<file path="src/rtl/mux_pkg.sv">
// rtl/mux_pkg.sv - arbitration mode encodings shared by the arbitrated mux and its arbiter
package mux_pkg;

    typedef enum logic [1:0] {
        MODE_STATIC = 2'b00,
        MODE_PRIO   = 2'b01,
        MODE_RR     = 2'b10,
        MODE_NONE   = 2'b11
    } mode_e;

    // Distance from ptr to idx walking upward with wrap, used to rank round-robin requests.
    function automatic int unsigned rr_distance(int unsigned idx, int unsigned ptr, int unsigned n);
        return (idx >= ptr) ? (idx - ptr) : (idx + n - ptr);
    endfunction

endpackage

</file>
<file path="src/rtl/rr_arb_mux_if.sv">
// rtl/rr_arb_mux_if.sv - channel inputs, arbitration controls and output stream of rr_arb_mux
interface rr_arb_mux_if #(
    parameter int WIDTH    = 4,
    parameter int CHANNELS = 4
);
    localparam int SEL_W = $clog2(CHANNELS);

    logic [1:0]                mode;
    logic [SEL_W-1:0]          sel;
    logic [CHANNELS-1:0]       in_valid;
    logic [CHANNELS*WIDTH-1:0] in_data;
    logic [CHANNELS-1:0]       in_ready;
    logic                      out_valid;
    logic [WIDTH-1:0]          out_data;
    logic [SEL_W-1:0]          out_chan;
    logic                      out_ready;

    modport master (
        output mode, sel, in_valid, in_data, out_ready,
        input  in_ready, out_valid, out_data, out_chan
    );

    modport slave (
        input  mode, sel, in_valid, in_data, out_ready,
        output in_ready, out_valid, out_data, out_chan
    );

endinterface

</file>
<file path="src/rtl/rr_arbiter.sv">
// rtl/rr_arbiter.sv - combinational one-hot grant for static, fixed-priority and round-robin modes
module rr_arbiter
    import mux_pkg::*;
#(
    parameter int CHANNELS = 4,
    localparam int SEL_W   = $clog2(CHANNELS)
) (
    input  logic [CHANNELS-1:0] req,
    input  logic [1:0]          mode,
    input  logic [SEL_W-1:0]    sel,
    input  logic [SEL_W-1:0]    ptr,
    output logic [CHANNELS-1:0] grant,
    output logic [SEL_W-1:0]    grant_idx
);

    int unsigned best_dist;

    always_comb begin
        grant     = '0;
        grant_idx = '0;
        best_dist = CHANNELS;
        case (mode)
            MODE_STATIC: begin
                // An out-of-range sel (non power-of-two CHANNELS) matches no channel.
                for (int i = 0; i < CHANNELS; i++) begin
                    if ((int'(sel) == i) && req[i]) begin
                        grant[i]  = 1'b1;
                        grant_idx = SEL_W'(i);
                    end
                end
            end
            MODE_PRIO: begin
                for (int i = CHANNELS - 1; i >= 0; i--) begin
                    if (req[i]) begin
                        grant     = '0;
                        grant[i]  = 1'b1;
                        grant_idx = SEL_W'(i);
                    end
                end
            end
            MODE_RR: begin
                // Nearest requester at or after ptr wins.
                for (int i = 0; i < CHANNELS; i++) begin
                    if (req[i] && (rr_distance(i, int'(ptr), CHANNELS) < best_dist)) begin
                        best_dist = rr_distance(i, int'(ptr), CHANNELS);
                        grant     = '0;
                        grant[i]  = 1'b1;
                        grant_idx = SEL_W'(i);
                    end
                end
            end
            MODE_NONE: begin
                grant = '0;
            end
        endcase
    end

endmodule

</file>
<file path="src/rtl/rr_arb_mux.sv">
// rtl/rr_arb_mux.sv - N-channel registered mux with valid/ready handshake and selectable arbitration
module rr_arb_mux
    import mux_pkg::*;
#(
    parameter int WIDTH    = 4,
    parameter int CHANNELS = 4
) (
    input  logic          clk,
    input  logic          rst_n,
    rr_arb_mux_if.slave   bus
);

    localparam int SEL_W = $clog2(CHANNELS);

    logic                out_valid_q;
    logic [WIDTH-1:0]    out_data_q;
    logic [SEL_W-1:0]    out_chan_q;
    logic [SEL_W-1:0]    rr_ptr;

    logic                load_en;
    logic [CHANNELS-1:0] grant;
    logic [SEL_W-1:0]    grant_idx;
    logic [CHANNELS-1:0] in_ready_c;
    logic                fire;
    logic [WIDTH-1:0]    sel_data;
    logic [SEL_W-1:0]    ptr_next;

    rr_arbiter #(
        .CHANNELS (CHANNELS)
    ) u_arbiter (
        .req       (bus.in_valid),
        .mode      (bus.mode),
        .sel       (bus.sel),
        .ptr       (rr_ptr),
        .grant     (grant),
        .grant_idx (grant_idx)
    );

    assign load_en    = !out_valid_q || bus.out_ready;
    // Gating with rst_n keeps any producer from seeing a completed transfer during reset.
    assign in_ready_c = grant & {CHANNELS{load_en && rst_n}};
    assign fire       = |in_ready_c;
    assign ptr_next   = (grant_idx == SEL_W'(CHANNELS - 1)) ? '0 : grant_idx + 1'b1;

    always_comb begin
        sel_data = '0;
        for (int i = 0; i < CHANNELS; i++) begin
            if (grant[i]) begin
                sel_data = sel_data | bus.in_data[i*WIDTH +: WIDTH];
            end
        end
    end

    always_ff @(posedge clk) begin
        if (!rst_n) begin
            out_valid_q <= 1'b0;
            out_data_q  <= '0;
            out_chan_q  <= '0;
            rr_ptr      <= '0;
        end else if (fire) begin
            out_valid_q <= 1'b1;
            out_data_q  <= sel_data;
            out_chan_q  <= grant_idx;
            if (bus.mode == MODE_RR) begin
                rr_ptr <= ptr_next;
            end
        end else if (load_en) begin
            out_valid_q <= 1'b0;
        end
    end

    assign bus.in_ready  = in_ready_c;
    assign bus.out_valid = out_valid_q;
    assign bus.out_data  = out_data_q;
    assign bus.out_chan  = out_chan_q;

endmodule

</file>
<file path="src/flat_wrapper.sv">
// flat-port wrapper written by rule: the top's interface ports become plain ports
module rr_arb_mux_flat import mux_pkg::*;
#(
    parameter int WIDTH    = 4,
    parameter int CHANNELS = 4
)
  (clk, rst_n, bus_mode, bus_sel, bus_in_valid, bus_in_data, bus_out_ready, bus_in_ready, bus_out_valid, bus_out_data, bus_out_chan);
  rr_arb_mux_if #(.WIDTH(WIDTH), .CHANNELS(CHANNELS)) bus_i ();
  input  logic clk;
  input  logic rst_n;
  input wire logic [$bits(bus_i.mode)-1:0] bus_mode;
  input wire logic [$bits(bus_i.sel)-1:0] bus_sel;
  input wire logic [$bits(bus_i.in_valid)-1:0] bus_in_valid;
  input wire logic [$bits(bus_i.in_data)-1:0] bus_in_data;
  input wire logic [$bits(bus_i.out_ready)-1:0] bus_out_ready;
  output wire logic [$bits(bus_i.in_ready)-1:0] bus_in_ready;
  output wire logic [$bits(bus_i.out_valid)-1:0] bus_out_valid;
  output wire logic [$bits(bus_i.out_data)-1:0] bus_out_data;
  output wire logic [$bits(bus_i.out_chan)-1:0] bus_out_chan;
  assign bus_i.mode = bus_mode;
  assign bus_i.sel = bus_sel;
  assign bus_i.in_valid = bus_in_valid;
  assign bus_i.in_data = bus_in_data;
  assign bus_i.out_ready = bus_out_ready;
  assign bus_in_ready = bus_i.in_ready;
  assign bus_out_valid = bus_i.out_valid;
  assign bus_out_data = bus_i.out_data;
  assign bus_out_chan = bus_i.out_chan;
  rr_arb_mux #(.WIDTH(WIDTH), .CHANNELS(CHANNELS)) u_core (.clk(clk), .rst_n(rst_n), .bus(bus_i));
endmodule
</file>
<file path="config.mk">
export PLATFORM = sky130hd
export DESIGN_NAME = rr_arb_mux_flat
export DESIGN_NICKNAME = d
export VERILOG_FILES = /design/src/rtl/mux_pkg.sv /design/src/rtl/rr_arb_mux_if.sv /design/src/rtl/rr_arbiter.sv /design/src/rtl/rr_arb_mux.sv /design/src/flat_wrapper.sv
export SDC_FILE = /design/constraint.sdc
export NUM_CORES = 1
export LEC_CHECK = 0
export ABC_AREA = 1
export BUFFER_PORTS_ARGS = -buffer_cell sky130_fd_sc_hd__buf_2
export CORE_UTILIZATION = 50
export DETAILED_ROUTE_END_ITERATION = 8
export PLACE_DENSITY = 0.8
export SLEW_MARGIN = 20
export SYNTH_ARGS = -nofsm -noshare
export SYNTH_HDL_FRONTEND = slang
export SYNTH_SLANG_ARGS = --single-unit
</file>
<file path="constraint.sdc">
create_clock -name clk -period 10.7 [get_ports clk]
set_input_delay 1.07 -clock clk [delete_from_list [all_inputs] [get_ports clk]]
set_output_delay 1.07 -clock clk [all_outputs]
set_load 0.03 [all_outputs]
</file>
==> results.py, run 1 <==
metrics = {
    "timing": {
        "setup_ws_ns": 5.44,
        "hold_viol": 0,
        "finClkSkew_ns": 0.000598,
        "tns_ns": 0,
        "setup_viol": 0,
        "fmax_mhz": 190,
        "period_minus_slack_ns": 5.26,
        "fin_crit_sh_pct": 49.2,
        "tightest_slew_ns": 0.667,
        "rsz0062_at_grt": "no",
        "slew_violations": 0,
        "maxSlewHeadroom_pct": 55.1,
    },
    "detailed_routing": {
        "num_vias": 1195,
        "drcViolationCount": 0,
        "first_pass_iters": 4,
        "ant_nets": 0,
        "wl_um": 2450,
        "post_drt_wl_per_cell_um": 10.3,
        "via_per_inst": 5.00,
        "drt-initial-drc-count": 22,
    },
    "clock_tree": {
        "clk_latency_ns": 0.26,
        "numCtsBuffers": 3,
        "clk_pin_slew_ns": 0.06,
        "cts_max_path_buffers": 2,
        "post_cts_resized": 0,
        "h-tree-depth": 1,
        "cts_setup_buffers": 0,
        "numClockSinks": 9,
        "root_buffer": "clkbuf_4",
        "ctsHoldBuffers": 0,
        "cts_tree": "yes",
    },
    "worst_setup_path": {
        "critical_path_class": "primary input to primary output",
        "cp-start-kind": "primary input",
        "cp-end-kind": "primary output",
        "crit_arrival_ns": 4.19,
        "cp.required_ns": 9.63,
        "ff2ff_setup_slack_ns": 6.61,
        "crit_path_frequent_cell": "nand2_1",
        "crit_path_max_fanout": 7,
        "slowest_stage": "ha_1",
        "slowest_delay_ns": 0.29,
    },
    "final_layout": {
        "finalInstanceArea_mm2": 0.00132,
        "fillerInstances": 195,
        "drive_gt1_share_pct": 28.8,
        "multi_input_area_um2": 797,
        "diodes": 0,
        "syn_to_final_growth_pct": 23.2,
        "nNetsFinal": 249,
        "register_area_um2": 180,
    },
    "place": {
        "gp_congestion": 0.869,
        "io_buffers": 37,
        "place_area_mm2": 0.00130,
        "dp_slack_ns": 5.44,
        "hpwl_um": 2080,
    },
    "status": {
        "status": "complete, no violations",
    },
    "yosys": {
        "synth.most_common_cell": "nand2_1",
        "synth.top_cell.area_share_pct": 16.8,
        "synth_seq_cells": 9,
        "syn_inst": 170,
        "synth_ff_type": "dfxtp_1",
        "synthTopCellsByCount": "nand2_1, inv_1, nand3_1, nor2_1",
        "yosysWarnings": 0,
        "synth_largest_area_cell": "dfxtp_1",
        "synth_area_mm2": 0.00107,
        "async_reset_ff_share_pct": 0,
        "syn_avg_cell_area_um2": 6.32,
        "ys_seq_area_share_pct": 16.8,
        "synthTopCellsByArea": "dfxtp_1, nand2_1, ha_1",
        "synth_cell_types": 21,
        "synth-edff-count": 0,
    },
    "power": {
        "p_per_area_mw_per_mm2": 92.1,
        "pwr-share-clk_pct": 21.4,
        "internal_power_uw": 71.0,
        "switchingPower_uw": 50.9,
        "max-vdd-ir-drop_mv": 0.0904,
        "p_leak_nw": 0.771,
        "swShare_pct": 41.8,
        "seqPwrFrac_pct": 31.8,
        "combPwrFrac_pct": 46.8,
    },
    "hold_path": {
        "holdCritPathClass": "flop to flop",
    },
    "die": {
        "initial_core_util_pct": 54.2,
        "io-pin-count": 38,
        "core-area_mm2": 0.00198,
        "core.rowCount": 16,
        "die_x_um": 48.4,
        "die_height_um": 48.4,
        "die-area_mm2": 0.00234,
    },
    "grt": {
        "grt_max_degree": 9,
        "grt_pass1_wl_um": 4460,
        "gr-usage-all-layers_pct": 23.5,
        "overflow": 0,
        "grt_pass1_vias": 1153,
        "antenna_found_initial": 0,
    },
    "job": {
        "max-cap-violations": 0,
    },
}
[per-stage QoR]
step	std cells	util, %	power (mW)	hold slack [ns]
global route	239	66.8	0.132	0.488
finish	239	66.8	0.122	0.462
global placement	235	65.5	0.0947	0.451
detailed placement	235	65.5	0.0967	0.456
floorplan	171	-	0.0801	0.521
CTS	239	66.8	0.123	0.464
[layout make-up]
| type | count | area share [%] |
|---|---|---|
| timing repair buffer | 37 | 14.0 |
| multi-input combinational | 135 | 60.2 |
| clock buffer | 4 | 1.98 |
| sequential | 9 | 13.6 |
| tap | 27 | 2.55 |
| inverter | 27 | 7.66 |
[worst max-delay path, delay by kind of cell]
kind / cells / cell delay (ns)
AND/OR/NAND/NOR: 19 / 1.45
AO/OA/AOI/OAI: 2 / 0.28
adder cells (fa/ha/maj): 3 / 0.75
buffers and inverters: 6 / 0.64
[power by group through the flow]
stage | combinational (mW) | sequential, mW | clock [mW]
after floorplan | 0.0354 | 0.0447 | 0
after global placement | 0.0554 | 0.0393 | 0
after detailed placement | 0.0571 | 0.0395 | 0
after CTS | 0.0573 | 0.0388 | 0.0272
after global routing | 0.0633 | 0.0392 | 0.0295
final | 0.0570 | 0.0387 | 0.0261
[per-layer routing]
| metal | up-vias | track usage, % | routed length [µm] |
|---|---|---|---|
| met1 | 528 | 24.8 | 1070 |
| met5 | - | 0 | 0 |
| met2 | 38 | 47.4 | 1270 |
| met3 | 3 | 5.03 | 98 |
| met4 | 0 | 3.92 | 15 |
| li1 | 626 | - | - |
[cells by family after synthesis]
kind of cell	synth area share, %
and+or+nand+nor	55.5
buffers and inverters	9.43
AOI/OAI and AO/OA	7.45
adders and majority gates	10.5
DFF	16.8
other	0.349
[sequential cells by signal, summed over array words and instances, names as in the netlist]
register / count
u_core.bus.out_data: 4
u_core.bus.out_chan: 2
u_core.rr_ptr: 2
u_core.bus.out_valid: 1
[cell usage in the layout, fill, tap and decap left out, drive strengths merged]
cell / synthesis / routed
conb: 1 / 2
nor3: 2 / 2
nand3: 23 / 23
nor2: 21 / 21
a21oi: 9 / 9
a211oi: 1 / 1
clkbuf: 0 / 4
dfxtp: 9 / 9
ha: 9 / 9
buf: 0 / 37
inv: 25 / 25
o31ai: 1 / 1
o21ai: 4 / 4
clkinv: 2 / 2
nand4: 6 / 6
nand2: 57 / 57
[worst paths after layout]
kind / from / end / depth (start not counted)
setup / recovery: bus_in_valid[0] / bus_in_ready[0] / 30
hold / removal: u_core.bus.out_data[0]$_SDFFE_PN0P_ / u_core.bus.out_data[0]$_SDFFE_PN0P_ / 2
setup reg to reg: u_core.rr_ptr[1]$_SDFFE_PN0P_ / u_core.bus.out_chan[0]$_SDFFE_PN0P_ / 33
hold reg to reg: u_core.bus.out_data[0]$_SDFFE_PN0P_ / u_core.bus.out_data[0]$_SDFFE_PN0P_ / 2
No activity file was read; power rests on OpenSTA's default activity.
==> run 2: changes to the inputs <==
--- a/config.mk
+++ b/config.mk
@@ -7,9 +7,9 @@
 export LEC_CHECK = 0
 export ABC_AREA = 1
 export BUFFER_PORTS_ARGS = -buffer_cell sky130_fd_sc_hd__buf_2
-export CORE_UTILIZATION = 50
+export CORE_UTILIZATION = 49
 export DETAILED_ROUTE_END_ITERATION = 8
-export PLACE_DENSITY = 0.8
+export PLACE_DENSITY = 0.79
 export SLEW_MARGIN = 20
 export SYNTH_ARGS = -nofsm -noshare
 export SYNTH_HDL_FRONTEND = slang
==> constraint.sdc (replaced) <==
create_clock -name clk -period 5.41 [get_ports clk]
set_input_delay 0.541 -clock clk [delete_from_list [all_inputs] [get_ports clk]]
set_output_delay 0.541 -clock clk [all_outputs]
set_load 0.03 [all_outputs]
==> results.py, run 2 (same netlist as run 1, synthesis figures left out) <==
metrics = {
    "final_layout": {
        "layout_common_cells": "nand2_1, buf_2, inv_1",
        "finalInstanceArea_mm2": 0.00132,
        "diodes": 0,
        "multi_input_area_um2": 797,
        "largest_reg_flops": 4,
        "nNetsFinal": 249,
        "fillerInstances": 203,
        "drive_gt1_share_pct": 28.8,
        "final_util_pct": 66.1,
        "layout_commonest_cell": "nand2_1",
        "syn_to_final_growth_pct": 23.2,
        "register_area_um2": 180,
    },
    "worst_setup_path": {
        "cp.required_ns": 4.87,
        "r2r_cells": 35,
        "cp-start-kind": "flop",
        "slowest_delay_ns": 0.44,
        "critical_path_class": "flop to primary output",
        "slowest_stage": "dfxtp_1",
        "crit_path_frequent_cell": "nand2_1",
        "cp-end-kind": "primary output",
        "crit_path_max_fanout": 7,
        "crit_arrival_ns": 4.12,
    },
    "power": {
        "max-vdd-ir-drop_mv": 0.176,
        "pwr-share-clk_pct": 21.3,
        "combPwrFrac_pct": 47.0,
        "seqPwrFrac_pct": 31.7,
        "power_uw": 242,
        "switchingPower_uw": 101,
        "p_leak_nw": 0.771,
        "internal_power_uw": 140,
        "p_per_area_mw_per_mm2": 182,
        "swShare_pct": 41.9,
    },
    "clock_tree": {
        "cts_max_path_buffers": 2,
        "post_cts_resized": 0,
        "root_buffer": "clkbuf_4",
        "clk_pin_slew_ns": 0.06,
        "numClockSinks": 9,
        "cts_tree": "yes",
        "ctsHoldBuffers": 0,
        "clk_latency_ns": 0.26,
        "numCtsBuffers": 3,
        "h-tree-depth": 1,
        "cts_setup_buffers": 0,
    },
    "detailed_routing": {
        "via_per_inst": 5.16,
        "post_drt_wl_per_cell_um": 11.1,
        "first_pass_iters": 4,
        "drcViolationCount": 0,
        "num_vias": 1233,
        "wl_um": 2640,
        "drt-initial-drc-count": 39,
        "ant_nets": 0,
    },
    "place": {
        "hpwl_um": 2240,
        "gp_congestion": 0.834,
        "io_buffers": 37,
        "place_area_mm2": 0.00130,
    },
    "die": {
        "initial_core_util_pct": 53.7,
        "core.rowCount": 16,
        "die-area_mm2": 0.00238,
        "io-pin-count": 38,
        "die_height_um": 48.8,
        "core-area_mm2": 0.00200,
        "die_x_um": 48.8,
    },
    "grt": {
        "grt-busiest-layer": "met2",
        "grtUsageMet3_pct": 4.98,
        "grt_pass1_vias": 1144,
        "overflow": 0,
        "gr-usage-all-layers_pct": 24.7,
        "antenna_found_initial": 0,
        "grt_use_met2_pct": 47.5,
        "grt_util_met1_pct": 27.4,
        "grt_pass1_wl_um": 4660,
        "grt_max_degree": 9,
    },
    "hold_path": {
        "holdCritPathClass": "flop to flop",
        "whs_path_depth": 2,
    },
    "timing": {
        "finClkSkew_ns": 0.00553,
        "fin_crit_sh_pct": 86.1,
        "hold_viol": 0,
        "tns_ns": 0,
        "tightest_slew_ns": 0.687,
        "maxSlewHeadroom_pct": 53.8,
        "setup_viol": 0,
        "rsz0062_at_grt": "no",
        "fmax_mhz": 215,
        "period_minus_slack_ns": 4.66,
        "slew_violations": 0,
    },
    "job": {
        "max-cap-violations": 0,
    },
    "status": {
        "status": "complete, no violations",
    },
}
==> run 2: cell counts in the layout (fill, tap and decap cells not counted) <==
No cell type changed its count.
==> run 2: critical path: cells and delay by family, from the launching register on <==
family                   cells  cell delay [ns]
adder cells (fa/ha/maj)      4             0.93
buffers and inverters        7             0.73
flip-flops                   1             0.44
AO/OA/AOI/OAI                2             0.26
AND/OR/NAND/NOR             20             1.50
==> run 2: routing by layer <==
layer | share of wire (%) | vias up
met5 | 0 | -
met4 | 0.49 | 0
met3 | 4.3 | 2
met2 | 53 | 41
met1 | 42 | 561
li1 | - | 629
==> run 2: layout make-up <==
class / instances / share of cell area, %
sequential: 9 / 13.6
inverter: 27 / 7.66
timing repair buffer: 37 / 14.0
multi-input combinational: 135 / 60.2
clock buffer: 4 / 1.98
tap: 27 / 2.55
==> run 2: worst paths after layout <==
path / slack (ns) / to / start
worst max register to register: 1.31 / u_core.rr_ptr[0]$_SDFFE_PN0P_ / u_core.rr_ptr[1]$_SDFFE_PN0P_
worst min register to register: 0.46 / u_core.bus.out_data[2]$_SDFFE_PN0P_ / u_core.bus.out_data[2]$_SDFFE_PN0P_
worst max-delay path: 0.75 / bus_in_ready[0] / u_core.rr_ptr[1]$_SDFFE_PN0P_
worst min-delay path: 0.46 / u_core.bus.out_data[2]$_SDFFE_PN0P_ / u_core.bus.out_data[2]$_SDFFE_PN0P_
==> run 2: power groups by stage <==
stage | logic (mW) | clock network, mW | registers (mW)
final | 0.113 | 0.0515 | 0.0766
after global routing | 0.125 | 0.0602 | 0.0775
after CTS | 0.114 | 0.0534 | 0.0766
after detailed placement | 0.114 | 0 | 0.0780
after global placement | 0.110 | 0 | 0.0777
after floorplan | 0.0700 | 0 | 0.0884
==> run 2: metrics by stage <==
stage	hold WS, ns	cells	setup slack (ns)
finish	0.463	239	0.750
global route	0.486	239	0.310
CTS	0.461	239	0.694
detailed placement	0.452	235	1.01
global placement	0.450	235	1.22
floorplan	0.521	171	1.50
==> run 3: changes to the inputs <==
==> constraint.sdc (replaced) <==
create_clock -name clk -period 5.41 [get_ports clk]
set_input_delay 0.2705 -clock clk [delete_from_list [all_inputs] [get_ports clk]]
set_output_delay 0.2705 -clock clk [all_outputs]
set_load 0.03 [all_outputs]
==> results.py, run 3 (same netlist as run 1, synthesis figures left out) <==
metrics = {
    "timing": {
        "hold_viol": 0,
        "maxSlewHeadroom_pct": 54.1,
        "rsz0062_at_grt": "no",
        "fmax_mhz": 233,
        "tightest_slew_ns": 0.682,
        "slew_violations": 0,
        "tns_ns": 0,
        "finClkSkew_ns": 0.00173,
        "fin_crit_sh_pct": 79.5,
        "setup_viol": 0,
        "period_minus_slack_ns": 4.30,
    },
    "worst_setup_path": {
        "cp_num_cells": 33,
        "r2r_start": "u_core.rr_ptr[1]$_SDFFE_PN0P_",
        "critical_path_class": "flop to primary output",
        "cp-end-kind": "primary output",
        "crit_path_frequent_cell": "nand2_1",
        "path_buf_inv": 7,
        "slowest_delay_ns": 0.43,
        "cp.required_ns": 5.14,
        "startpoint": "u_core.rr_ptr[1]$_SDFFE_PN0P_",
        "ff2ff_setup_slack_ns": 1.45,
        "crit_path_max_fanout": 7,
        "crit_family": "simple AND/OR/NAND/NOR gates",
        "cp-endpoint": "bus_in_ready[0]",
        "crit_arrival_ns": 4.03,
        "r2r_end": "u_core.rr_ptr[0]$_SDFFE_PN0P_",
        "cp-start-kind": "flop",
        "r2r_cells": 36,
        "slowest_stage": "dfxtp_1",
    },
    "final_layout": {
        "layout_common_cells": "nand2_1, buf_2, inv_1",
        "nNetsFinal": 249,
        "register_area_um2": 180,
        "finalInstanceArea_mm2": 0.00132,
        "diodes": 0,
        "final_util_pct": 66.1,
        "fillerInstances": 199,
        "multi_input_area_um2": 797,
        "layout_commonest_cell": "nand2_1",
        "drive_gt1_share_pct": 28.8,
        "largest_reg_flops": 4,
        "syn_to_final_growth_pct": 23.2,
    },
    "detailed_routing": {
        "via_per_inst": 5.02,
        "ant_nets": 0,
        "post_drt_wl_per_cell_um": 10.6,
        "wl_um": 2530,
        "num_vias": 1199,
        "drcViolationCount": 0,
        "first_pass_iters": 4,
        "drt-initial-drc-count": 21,
    },
    "grt": {
        "gr-usage-all-layers_pct": 23.7,
        "grt_pass1_wl_um": 4510,
        "antenna_found_initial": 0,
        "overflow": 0,
        "grt_max_degree": 9,
        "grt_pass1_vias": 1140,
    },
    "clock_tree": {
        "cts_setup_buffers": 0,
        "clk_latency_ns": 0.27,
        "post_cts_resized": 0,
        "ctsHoldBuffers": 0,
        "numCtsBuffers": 3,
        "numClockSinks": 9,
        "cts_tree": "yes",
        "h-tree-depth": 1,
        "cts_max_path_buffers": 2,
        "clk_pin_slew_ns": 0.06,
        "root_buffer": "clkbuf_4",
    },
    "die": {
        "die_x_um": 48.8,
        "die_height_um": 48.8,
        "initial_core_util_pct": 53.7,
        "core-area_mm2": 0.00200,
        "core.rowCount": 16,
        "io-pin-count": 38,
        "die-area_mm2": 0.00238,
    },
    "hold_path": {
        "holdCritPathClass": "primary input to flop",
    },
    "place": {
        "gp_congestion": 0.868,
        "place_area_mm2": 0.00130,
        "io_buffers": 37,
        "hpwl_um": 2170,
    },
    "job": {
        "max-cap-violations": 0,
    },
    "status": {
        "status": "complete, no violations",
    },
    "power": {
        "p_per_area_mw_per_mm2": 183,
        "power_uw": 243,
        "max-vdd-ir-drop_mv": 0.178,
        "p_leak_nw": 0.771,
    },
}
==> run 3: cell counts in the layout (fill, tap and decap cells not counted) <==
Identical to the previous run, type by type.
==> run 3: stage by stage <==
stage | setup slack (ns) | cells | hold slack (ns)
6_report | 1.11 | 239 | 0.263
5_1_grt | 0.728 | 239 | 0.277
4_1_cts | 1.08 | 239 | 0.261
3_5_place_dp | 1.39 | 235 | 0.453
3_3_place_gp | 1.51 | 235 | 0.451
2_1_floorplan | 1.77 | 171 | 0.391
==> run 3: area by class of cell <==
type	count	area share (%)
multi-input cells	135	60.2
repair buffers	37	14.0
flip-flops and latches	9	13.6
inverters	27	7.66
well taps	27	2.55
clock buffers	4	1.98
==> run 3: worst min path at each step <==
stage                                   startpoint                                  end  slack [ns]  cells past startpoint
2_1_floorplan                                rst_n        u_core.rr_ptr[1]$_SDFFE_PN0P_        0.39                      2
3_3_place_gp   u_core.bus.out_data[0]$_SDFFE_PN0P_  u_core.bus.out_data[0]$_SDFFE_PN0P_        0.45                      2
3_5_place_dp   u_core.bus.out_data[2]$_SDFFE_PN0P_  u_core.bus.out_data[2]$_SDFFE_PN0P_        0.45                      2
4_1_cts                                      rst_n        u_core.rr_ptr[1]$_SDFFE_PN0P_        0.26                      3
5_1_grt                                      rst_n        u_core.rr_ptr[1]$_SDFFE_PN0P_        0.28                      3
6_report                                     rst_n        u_core.rr_ptr[1]$_SDFFE_PN0P_        0.26                      3
==> run 3: power by group <==
part / total, mW / internal (mW) / switching [mW]
Combinational: 0.112 / 0.0391 / 0.0728
Clock: 0.0541 / 0.0286 / 0.0255
Sequential: 0.0765 / 0.0726 / 0.00389
Total: 0.243 / 0.140 / 0.102
==> run 3: per-layer routing <==
layer | vias up | GRT usage [%] | share of wire, % | wire, µm
li1 | 634 | - | - | -
met1 | 525 | 27.8 | 42 | 1050
met2 | 37 | 44.9 | 52 | 1310
met3 | 3 | 4.67 | 5.8 | 146
met4 | 0 | 3.43 | 0.59 | 15
met5 | - | 0 | 0 | 0
==> run 3: tightest hold or removal path, stage by stage <==
cell and delay (ns):
buf_2 0.12, nand2_1 0.06, nor2_1 0.03
